--- src/rtl/blink_pkg.sv ---
// blink_pkg: types and helpers shared by the blink LED controller.
//   mode_t    : LED operating mode, advanced once per debounced button press.
//   next_mode : the mode that follows a given mode in the press cycle.
package blink_pkg;

    typedef enum logic [1:0] {
        MODE_SLOW = 2'd0,
        MODE_FAST = 2'd1,
        MODE_ON   = 2'd2,
        MODE_OFF  = 2'd3
    } mode_t;

    function automatic mode_t next_mode(input mode_t cur);
        mode_t nxt;
        case (cur)
            MODE_SLOW: nxt = MODE_FAST;
            MODE_FAST: nxt = MODE_ON;
            MODE_ON:   nxt = MODE_OFF;
            default:   nxt = MODE_SLOW;
        endcase
        return nxt;
    endfunction

endpackage

--- src/rtl/blink_btn_debounce.sv ---
// btn_debounce: two-flop synchronizer, counting debouncer and press pulse.
//   clk      in  : system clock
//   rst_n    in  : synchronous active-low reset
//   btn_raw  in  : raw asynchronous button, 1 = pressed
//   level    out : debounced button level
//   press    out : one-cycle pulse on each 0->1 change of the debounced level
module btn_debounce #(
    parameter int DEBOUNCE_CYCLES = 1_000_000
) (
    input  logic clk,
    input  logic rst_n,
    input  logic btn_raw,
    output logic level,
    output logic press
);

    localparam int CW = (DEBOUNCE_CYCLES > 2) ? $clog2(DEBOUNCE_CYCLES) : 1;
    localparam logic [CW-1:0] CNT_LAST = CW'(DEBOUNCE_CYCLES - 1);

    logic          r_sync1;
    logic          r_sync2;
    logic          r_level;
    logic          r_level_q;
    logic [CW-1:0] r_cnt;

    always_ff @(posedge clk) begin
        if (!rst_n) begin
            r_sync1   <= 1'b0;
            r_sync2   <= 1'b0;
            r_level   <= 1'b0;
            r_level_q <= 1'b0;
            r_cnt     <= '0;
        end else begin
            r_sync1   <= btn_raw;
            r_sync2   <= r_sync1;
            r_level_q <= r_level;
            // The counter tracks how long the synchronized input has disagreed
            // with the accepted level; any agreement restarts the wait.
            if (r_sync2 == r_level) begin
                r_cnt <= '0;
            end else if (r_cnt == CNT_LAST) begin
                r_level <= r_sync2;
                r_cnt   <= '0;
            end else begin
                r_cnt <= r_cnt + CW'(1);
            end
        end
    end

    assign level = r_level;
    assign press = r_level & ~r_level_q;

endmodule

--- src/rtl/blink.sv ---
// blink: single-channel LED blinker with a push-button mode selector.
//   clk     in  : system clock
//   rst_n   in  : synchronous active-low reset
//   btn_0   in  : raw asynchronous push button, 1 = pressed
//   led0_b  out : registered LED drive, 1 = lit
//
// state     | meaning
// ----------+-----------------------------------------------
// MODE_SLOW | blink, half-period HALF_PERIOD_CYCLES
// MODE_FAST | blink, half-period HALF_PERIOD_CYCLES/FAST_DIV
// MODE_ON   | LED steadily lit, prescaler parked at 0
// MODE_OFF  | LED dark, prescaler parked at 0
module blink
    import blink_pkg::*;
#(
    parameter int HALF_PERIOD_CYCLES = 50_000_000,
    parameter int FAST_DIV           = 4,
    parameter int DEBOUNCE_CYCLES    = 1_000_000
) (
    input  logic clk,
    input  logic rst_n,
    input  logic btn_0,
    output logic led0_b
);

    localparam int PW = $clog2(HALF_PERIOD_CYCLES);
    localparam logic [PW-1:0] TC_SLOW = PW'(HALF_PERIOD_CYCLES - 1);
    localparam logic [PW-1:0] TC_FAST = PW'(HALF_PERIOD_CYCLES / FAST_DIV - 1);

    logic          w_btn_level;
    logic          w_btn_press;
    logic          w_advance;
    logic [PW-1:0] w_tc;

    mode_t         r_mode;
    logic [PW-1:0] r_presc;
    logic          r_phase;
    logic          r_led;

    btn_debounce #(
        .DEBOUNCE_CYCLES (DEBOUNCE_CYCLES)
    ) u_btn (
        .clk     (clk),
        .rst_n   (rst_n),
        .btn_raw (btn_0),
        .level   (w_btn_level),
        .press   (w_btn_press)
    );

    // A press pulse always coincides with a high debounced level; qualifying
    // on both keeps the advance tied to the accepted button state.
    assign w_advance = w_btn_press & w_btn_level;
    assign w_tc      = (r_mode == MODE_FAST) ? TC_FAST : TC_SLOW;

    always_ff @(posedge clk) begin
        if (!rst_n) begin
            r_mode  <= MODE_SLOW;
            r_presc <= '0;
            r_phase <= 1'b0;
            r_led   <= 1'b0;
        end else begin
            case (r_mode)
                MODE_SLOW, MODE_FAST: r_led <= r_phase;
                MODE_ON:              r_led <= 1'b1;
                default:              r_led <= 1'b0;
            endcase

            // A mode change takes priority over a coincident terminal count,
            // so the new mode always starts from a clean half-period.
            if (w_advance) begin
                r_mode  <= next_mode(r_mode);
                r_presc <= '0;
                r_phase <= 1'b0;
            end else if (r_mode == MODE_SLOW || r_mode == MODE_FAST) begin
                if (r_presc == w_tc) begin
                    r_presc <= '0;
                    r_phase <= ~r_phase;
                end else begin
                    r_presc <= r_presc + PW'(1);
                end
            end else begin
                r_presc <= '0;
            end
        end
    end

    assign led0_b = r_led;

endmodule

--- config.mk ---
export PLATFORM = sky130hd
export DESIGN_NAME = blink
export DESIGN_NICKNAME = d
export VERILOG_FILES = /design/src/rtl/blink_pkg.sv /design/src/rtl/blink_btn_debounce.sv /design/src/rtl/blink.sv
export SDC_FILE = /design/constraint.sdc
export NUM_CORES = 1
export LEC_CHECK = 0
export CORE_ASPECT_RATIO = 2
export CORE_MARGIN = 3
export CORE_UTILIZATION = 40
export CTS_CLUSTER_SIZE = 14
export DETAILED_ROUTE_END_ITERATION = 6
export SLEW_MARGIN = 25
export SYNTH_ARGS = -nofsm -noshare
export SYNTH_HDL_FRONTEND = slang
export SYNTH_SLANG_ARGS = --single-unit
--- constraint.sdc ---
create_clock -name clk -period 2.1 [get_ports clk]
set_clock_uncertainty 0.2 [all_clocks]
set_input_delay 0.42 -clock clk [delete_from_list [all_inputs] [get_ports clk]]
set_output_delay 0.42 -clock clk [all_outputs]
set_load 0.05 [all_outputs]
Word level (Yosys, flattened, before mapping). Index checks and enable logic that the tools add are counted.

Reductions and logical operators: 8. Bitwise logic cells: 7. Mux-type cells: 3. $add $sub $neg: 2. Eq/ne operators: 5.

Operators with widths (count): $add A26 B1 Y26 const B (1); $eq A26 B26 Y1 (1); $mux W26 (1); $add A20 B1 Y20 const B (1); $eq A20 B20 Y1 const B (1); $pmux W2 S3 (1); $not A1 Y1 (5); $reduce_and A2 Y1 (2); $reduce_or A2 Y1 (2); $reduce_or A4 Y1 (1); $reduce_or A3 Y1 (1); $and A1 B1 Y1 (2); $eq A2 B1 Y1 const B (1); $eq A2 B2 Y1 const B (1); $logic_not A2 Y1 (1); $pmux W1 S2 (1); $eq A1 B1 Y1 (1); $logic_or A1 B1 Y1 (1).

Register bits after elaboration: 54. Input bits: 3. Output and inout port bits: 1.

Logic depth before layout (Yosys ltp). Gate-level depths: netlist (run 1).

Depth in word-level cells: 4. Depth in mapped cells: 7.

Hierarchy. From an unflattened synthesis (run 1), not the netlist that was laid out.

Cell total of the unflattened synthesis: 296. Area total of the unflattened synthesis: 2768.9 um^2.

By module, submodules not included: blink (cells an instance 183, instances 1, area an instance 1684.1 um^2, seq. area each 600.6 um^2); btn_debounce (cells an instance 113, instances 1, area an instance 1084.8 um^2, seq. area each 480.5 um^2).

Worst setup path after synthesis (run 1). No wires, ideal clock.

Path kind: flip-flop to flip-flop. From: reg r_mode[1]. To: reg r_presc[2]. Stages on the path, launching flop included: 8. Library setup time: 132 ps. Slack: -235 ps. Data arrival time: 2003 ps. Period minus slack after synthesis: 2335 ps. Cell sequence: dfxtp_1 > inv_1 > ha_1 > or4b_2 > o22a_1 > nor3_4 > buf_2 > nor3_1.

Longest elaborated chain between the ends: 4. Elaborated cells between the ends (all ways): 7. Classes of those cells: 2 x eq/ne; 1 x mux; 1 x bitwise; 3 x reduce/logical.

RTL lines: from (decl) (RTL line blink.sv:35) `mode_t r_mode;`; from (signal assigned) (RTL line blink.sv:71) `r_mode <= next_mode(r_mode);`; $eq A2 B1 Y1 / $logic_not A2 Y1 (equally long branches) (RTL line blink.sv:53, blink.sv:74); $mux W26 / $logic_or A1 B1 Y1 (equally long branches) (RTL line blink.sv:53, blink.sv:74); $eq A26 B26 Y1 / $not A1 Y1 (equally long branches); $reduce_or A4 Y1 (no source line) *; to (signal assigned) (RTL line blink.sv:79) `r_presc <= r_presc + PW'(1);`; to (decl) (RTL line blink.sv:36) `logic [PW-1:0] r_presc;`.

Mark *: on every way between the ends. The rest lies on a longest branch, timed or not. A chain may end at the register's enable or synchronous reset.

Final worst setup path (run 1).
From: reg u_btn.r_cnt[6]. To: reg u_btn.r_cnt[14].

Longest elaborated chain between the ends: 2. Elaborated cells between the ends (all ways): 3. Classes of those cells: 1 x add/sub; 1 x eq/ne; 1 x reduce/logical.

RTL lines: from (decl) (RTL line blink_btn_debounce.sv:24) `logic [CW-1:0] r_cnt;`; from (signal assigned) (RTL line blink_btn_debounce.sv:45) `r_cnt <= r_cnt + CW'(1);`; parallel branches: the longest is 2 deep, another holds $add A20 B1 Y20.

Parallel ways; which one is timed is not known.

==> results.py, run 1 <==
metrics = {
    "status": {
        "status": "finished, violations left",
        "violations": "negative setup slack",
    },
    "min_path": {
        "hold_path_depth": 1,
        "min_path_type": "register to register",
    },
    "clock_tree": {
        "htreeDepth": 2,
        "clk_transition_reported_paths_ns": 0.07,
        "cts_tree": "yes",
        "cts-root-buf": "clkbuf_16",
        "hold_buffers": 0,
        "cts.sinks": 54,
        "clock_latency_ns": 0.30,
        "cts_buffer_depth": 2,
        "cts_buffers": 5,
    },
    "cells_and_area": {
        "layout_commonest_cell": "buf_4",
        "layout.cells.non_filler": 429,
        "drive_gt1_frac": 0.296,
        "final.fill_count": 579,
        "regArea_um2": 1090,
        "most-common-layout-cells": "buf_4 (50), dfxtp_1 (45), nor2_1 (21), nand2_1 (18), nor3_1 (16)",
        "antenna-diode-count": 0,
        "final_util": 0.564,
        "area_growth_pct": 34.4,
        "nets": 352,
        "multi_input_area_um2": 1480,
    },
    "detailed_routing": {
        "drtIter0Drc": 119,
        "via_count": 2303,
        "final_antenna_net_count": 0,
        "via_per_inst": 5.37,
        "drt-total-wl_um": 6170,
        "drc": 0,
        "firstDrtPassIters": 4,
        "wl_per_cell_um": 14.4,
    },
    "logic_synthesis": {
        "synth_top_family_by_area": "simple AND/OR/NAND/NOR gates",
        "synthXorXnorAreaFrac": 0.0821,
        "synth_compound_area_frac": 0.118,
        "synth_nets": 294,
        "netlist_area_um2": 2560,
        "synth_ff_type": "dfxtp_1",
        "yosys_warnings": 0,
        "yosys.area_share.simple": 0.305,
        "synth-edff-count": 0,
        "postSynthCellCount": 286,
        "synth.mux.area_fraction": 0.00830,
        "ys_seq_area_frac": 0.422,
        "yosys.cell_types.count": 43,
        "synth_area_per_cell_um2": 8.96,
        "synth-seq-cells": 54,
        "synthAdderAreaFrac": 0.0244,
        "async_flop_share": 0,
    },
    "timing": {
        "period_share": 1.07,
        "drv_slew": 0,
        "setup_tns_ns": -3.04,
        "setup_viol": 27,
        "rsz0062_at_grt": "yes",
        "tightestPinTransition_ns": 0.490,
        "final_hold_viol_count": 0,
        "slew_headroom": 0.673,
        "setup_ws_ns": -0.145,
        "max_freq_ghz": 0.445,
        "fin_crit_ns": 2.24,
    },
    "placement": {
        "post-place-ws_ns": -0.147,
        "gp_congestion": 0.764,
        "place_hpwl_um": 4500,
        "portBuffers": 3,
        "dp_cells": 414,
    },
    "critical_path": {
        "cp-end-kind": "register",
        "cp_num_buf_inv": 2,
        "critical_path_depth": 6,
        "arrival_ns": 2.23,
        "cp_max_fo": 5,
        "startpoint_type": "register",
        "crit_required_ns": 2.09,
        "slowest_delay_ns": 0.55,
        "critical-path-top-delay-family": "simple AND/OR/NAND/NOR gates",
        "rr_worst_depth": 6,
        "crit_chain": "or3b_2, or4_4, o211ai_1, buf_4, clkbuf_16, nor2_1",
        "path_class": "register to register",
        "critical-path-slowest-cell": "or4_4",
    },
    "die": {
        "coreArea_um2": 6110,
        "die_area_um2": 7460,
        "die_x_um": 62.6,
        "rows": 40,
        "start_util": 0.419,
        "ioPinCount": 4,
        "die_h_um": 119,
    },
    "power": {
        "ir_drop_v": 0.000428,
        "p_leak_nw": 1.17,
        "total_power_mw": 2.19,
        "pwr_density_cell_nw_per_um2": 636,
    },
    "global_routing": {
        "grt_pass1_wl_um": 10600,
        "grt_pass1_vias": 2365,
        "grt_usage": 0.176,
        "grt_remaining_overflow": 0,
        "antenna_found_initial": 0,
        "grt_start_max_net_pins": 18,
    },
    "job": {
        "maxCapViolations": 0,
    },
}
## area by class of cell
cell class,count,area share
multi-input cells,211,0.431
flip-flops and latches,54,0.317
repair buffers,61,0.152
clock buffers,6,0.0403
well taps,84,0.0305
clock inverters,2,0.0174
inverters,11,0.0120
## registers in the layout, indices dropped and copies added (netlist names)
signal / count
r_presc: 26
u_btn.r_cnt: 20
r_mode: 2
led0_b: 1
r_phase: 1
u_btn.level: 1
u_btn.r_level_q: 1
u_btn.r_sync1: 1
u_btn.r_sync2: 1
## per-stage QoR
stage / hold slack (ns) / instance area [µm²]
after floorplan: 0.212 / 2610
after global placement: 0.215 / 3070
after detailed placement: 0.227 / 3070
after CTS: 0.245 / 3340
after global routing: 0.264 / 3440
final: 0.238 / 3440
## cells by family (layout without fill, tap and decap cells)
kind of cell               Yosys count  after routing
and+or+nand+nor                    133            133
xor gates and xnor gates            24             24
muxes                                2              2
adders and majority gates            5              5
buffers and inverters               21             80
AOI/OAI and AO/OA                   47             47
DFF                                 54             54
## layer usage
layer,track usage,wire length [µm],vias to the layer above
met4,0.0871,206,0
met3,0.0292,96,17
li1,-,-,1173
met1,0.156,2180,1097
met2,0.363,3690,16
met5,0,0,-
## power breakdown
part           total, mW  internal (mW)  switching [mW]
logic             0.0614         0.0324          0.0289
registers           1.04           1.03         0.00810
clock network       1.09          0.716           0.372
## cells in the mapped netlist (2+ instances only)
library cell	count	area, µm²
or4_4	2	22.5
and4_1	4	35.0
nor2_1	21	78.8
nand2_1	18	67.6
o21ai_0	13	65.1
nor3_1	17	85.1
clkbuf_1	4	15.0
o31ai_1	8	60.1
nor4_1	3	18.8
nor4b_1	2	17.5
ha_1	5	62.6
and2_1	6	37.5
xor2_1	11	96.3
dfxtp_1	54	1080
nor4bb_1	3	30.0
or3_1	13	81.3
buf_2	4	20.0
a21oi_1	9	45.0
nand3_1	13	65.1
a211oi_1	12	90.1
nand4_1	9	56.3
inv_1	11	41.3
or4_1	12	90.1
xnor2_1	13	114
## timing repair
item	CTS	global route
cloned	2	1
setup buffers	2	2
gates resized for setup	13	17
pin swaps	4	7
setup endpoints to repair	27	48
## final timing paths
| check | startpoint | to | slack (ns) |
|---|---|---|---|
| setup / recovery | u_btn.r_cnt[6] | u_btn.r_cnt[14] | -0.14 |
| setup reg to reg | u_btn.r_cnt[6] | u_btn.r_cnt[14] | -0.14 |
| hold reg to reg | u_btn.r_sync1 | u_btn.r_sync2 | 0.24 |
| hold / removal | u_btn.r_sync1 | u_btn.r_sync2 | 0.24 |
Power figures use the tool's default switching activity.
==> run 2: changes to the inputs <==
--- a/config.mk
+++ b/config.mk
@@ -6,7 +6,7 @@
 export NUM_CORES = 1
 export LEC_CHECK = 0
 export CORE_ASPECT_RATIO = 2
-export CORE_MARGIN = 3
+export CORE_MARGIN = 5
 export CORE_UTILIZATION = 40
 export CTS_CLUSTER_SIZE = 14
 export DETAILED_ROUTE_END_ITERATION = 6
==> run 2 against run 1 <==
  * Sequential power is essentially flat
  * Total power rose by 0.39%
  * Critical endpoint is now u_btn.r_cnt[15]
  * Via count up 1.9%
  * Largest cell class unchanged
  * Non-clock buffer count up 6
  * The flow still finishes with violations (negative setup slack)
  * Wire length up 8.9%
==> results.py, run 2 (synthesized netlist as in run 1, its figures left out) <==
metrics = {
    "detailed_routing": {
        "wl_per_cell_um": 15.4,
        "topRoutingLayerUsed": "met4",
        "drc": 0,
        "via_count": 2346,
        "route.met2.wl_um": 4130,
        "drt-total-wl_um": 6720,
        "final_antenna_net_count": 0,
        "wl_met3_um": 99,
        "drtIter0Drc": 118,
        "firstDrtPassIters": 4,
        "wl_met1_um": 2330,
        "via_per_inst": 5.37,
    },
    "power": {
        "pwr_density_cell_nw_per_um2": 606,
        "ir_drop_v": 0.000387,
        "p_leak_nw": 1.22,
    },
    "die": {
        "coreArea_um2": 6260,
        "die_x_um": 66.6,
        "ioPinCount": 4,
        "die_area_um2": 8200,
        "rows": 41,
        "start_util": 0.409,
        "die_h_um": 123,
    },
    "critical_path": {
        "startpoint_type": "register",
        "rrSetupSlack_ns": -0.11,
        "slowest_delay_ns": 0.53,
        "rr_worst_depth": 6,
        "crit_chain": "or4_1, or4_4, o211ai_1, buf_4, buf_4, a21oi_1",
        "critical-path-slowest-cell": "or4_4",
        "r2r_end": "u_btn.r_cnt[15]",
        "path_class": "register to register",
        "cp_max_fo": 5,
        "cp-end-kind": "register",
        "r2r_start": "u_btn.r_cnt[13]",
        "worst_path_most_repeated_cell": "buf_4",
        "arrival_ns": 2.19,
        "crit_required_ns": 2.08,
    },
    "cells_and_area": {
        "layout_commonest_cell": "buf_4",
        "layout.cells.non_filler": 437,
        "final_util": 0.579,
        "largest_register_ffs": 26,
        "final_area_um2": 3620,
        "final.fill_count": 595,
        "largestRegisters": "r_presc: 26 flops, u_btn.r_cnt: 20 flops, r_mode: 2 flops",
        "most-common-layout-cells": "buf_4 (55), dfxtp_1 (41), nor2_1 (21), nand2_1 (18)",
        "nets": 358,
        "area_growth_pct": 41.5,
        "antenna-diode-count": 0,
        "drive_gt1_frac": 0.368,
        "top_register": "r_presc",
    },
    "global_routing": {
        "grt_pass1_vias": 2284,
        "grt_start_max_net_pins": 23,
        "grt_remaining_overflow": 0,
        "grt_usage": 0.164,
        "antenna_found_initial": 0,
        "grt_pass1_wl_um": 10200,
    },
    "clock_tree": {
        "clk_transition_reported_paths_ns": 0.07,
        "cts.sinks": 54,
        "cts_buffer_depth": 2,
        "cts_tree": "yes",
        "htreeDepth": 2,
        "cts_buffers": 5,
        "cts-root-buf": "clkbuf_16",
        "clock_latency_ns": 0.30,
    },
    "timing": {
        "rsz0062_at_grt": "yes",
        "tightestPinTransition_ns": 0.490,
        "period_share": 1.05,
        "final_hold_viol_count": 0,
        "setup_viol": 23,
        "max_freq_ghz": 0.453,
        "fin_crit_ns": 2.21,
        "drv_slew": 0,
        "setup_ws_ns": -0.107,
        "slew_headroom": 0.673,
    },
    "placement": {
        "place_hpwl_um": 4600,
        "gp_congestion": 0.768,
        "dp_cells": 418,
        "placed_area_um2": 3090,
        "portBuffers": 3,
        "post-place-ws_ns": -0.0881,
    },
    "min_path": {
        "hold_path_depth": 1,
        "min_from": "u_btn.r_sync1",
        "min_path_type": "register to register",
        "worstHoldEndpoint": "u_btn.r_sync2",
    },
    "status": {
        "violations": "negative setup slack",
        "status": "finished, violations left",
    },
    "job": {
        "maxCapViolations": 0,
    },
}
[run 2: cell types whose count changed in the layout (fill, tap and decap cells not counted), sizes merged]
cell | previous run | this run
buf | 57 | 62
clkbuf | 7 | 8
[run 2: how the worst max path moves through the flow]
stage,end,slack [ns],startpoint,cells after the start
final,u_btn.r_cnt[15],-0.11,u_btn.r_cnt[13],6
after global placement,u_btn.r_cnt[3],-0.07,u_btn.r_cnt[13],5
after detailed placement,u_btn.r_cnt[2],-0.09,u_btn.r_cnt[13],5
after global routing,u_btn.r_cnt[11],-0.18,u_btn.r_cnt[11],6
after CTS,u_btn.r_cnt[17],-0.07,u_btn.r_cnt[13],5
after floorplan,u_btn.r_cnt[7],0.01,u_btn.r_cnt[11],5
[run 2: layout make-up]
| type | instances | area, µm² | area share |
|---|---|---|---|
| flip-flops and latches | 54 | 1100 | 0.304 |
| clock inverters | 2 | 60.1 | 0.0166 |
| well taps | 86 | 108 | 0.0297 |
| inverters | 11 | 41.3 | 0.0114 |
| repair buffers | 67 | 597 | 0.165 |
| clock buffers | 6 | 139 | 0.0383 |
| multi-input cells | 211 | 1580 | 0.435 |
[run 2: per-layer routing]
| layer | GRT usage | vias up |
|---|---|---|
| li1 | - | 1181 |
| met1 | 0.150 | 1133 |
| met2 | 0.333 | 20 |
| met3 | 0.0273 | 12 |
| met4 | 0.0725 | 0 |
| met5 | 0 | - |
[run 2: metrics by stage]
stage / total power, mW / setup TNS, ns / hold WS [ns]
after floorplan: 1.09 / 0 / 0.212
after global placement: 1.11 / -1.25 / 0.215
after detailed placement: 1.11 / -1.60 / 0.219
after CTS: 2.21 / -1.15 / 0.235
after global routing: 2.26 / -4.04 / 0.241
final: 2.20 / -1.93 / 0.233
[run 2: what timing repair did]
| item | in CTS | in global routing |
|---|---|---|
| gates resized for setup | 10 | 47 |
| setup buffers | 1 | 5 |
| setup endpoints to repair | 27 | 48 |
| cloned | 0 | 5 |
| hold buffers | 0 | 0 |
| pin swaps | 1 | 15 |
[run 2: power breakdown]
part	switching, mW	internal [mW]	leakage [nW]
registers	0.00842	1.03	0.443
logic	0.0298	0.0288	0.685
clock network	0.383	0.716	0.0971
total	0.422	1.78	1.22
[run 2: worst max-delay path, delay by kind of cell, from the launching register on]
kind,cells,cell delay (ns)
buf+inv,2,0.31
simple gates,2,1.04
flops,1,0.31
compound gates,2,0.24
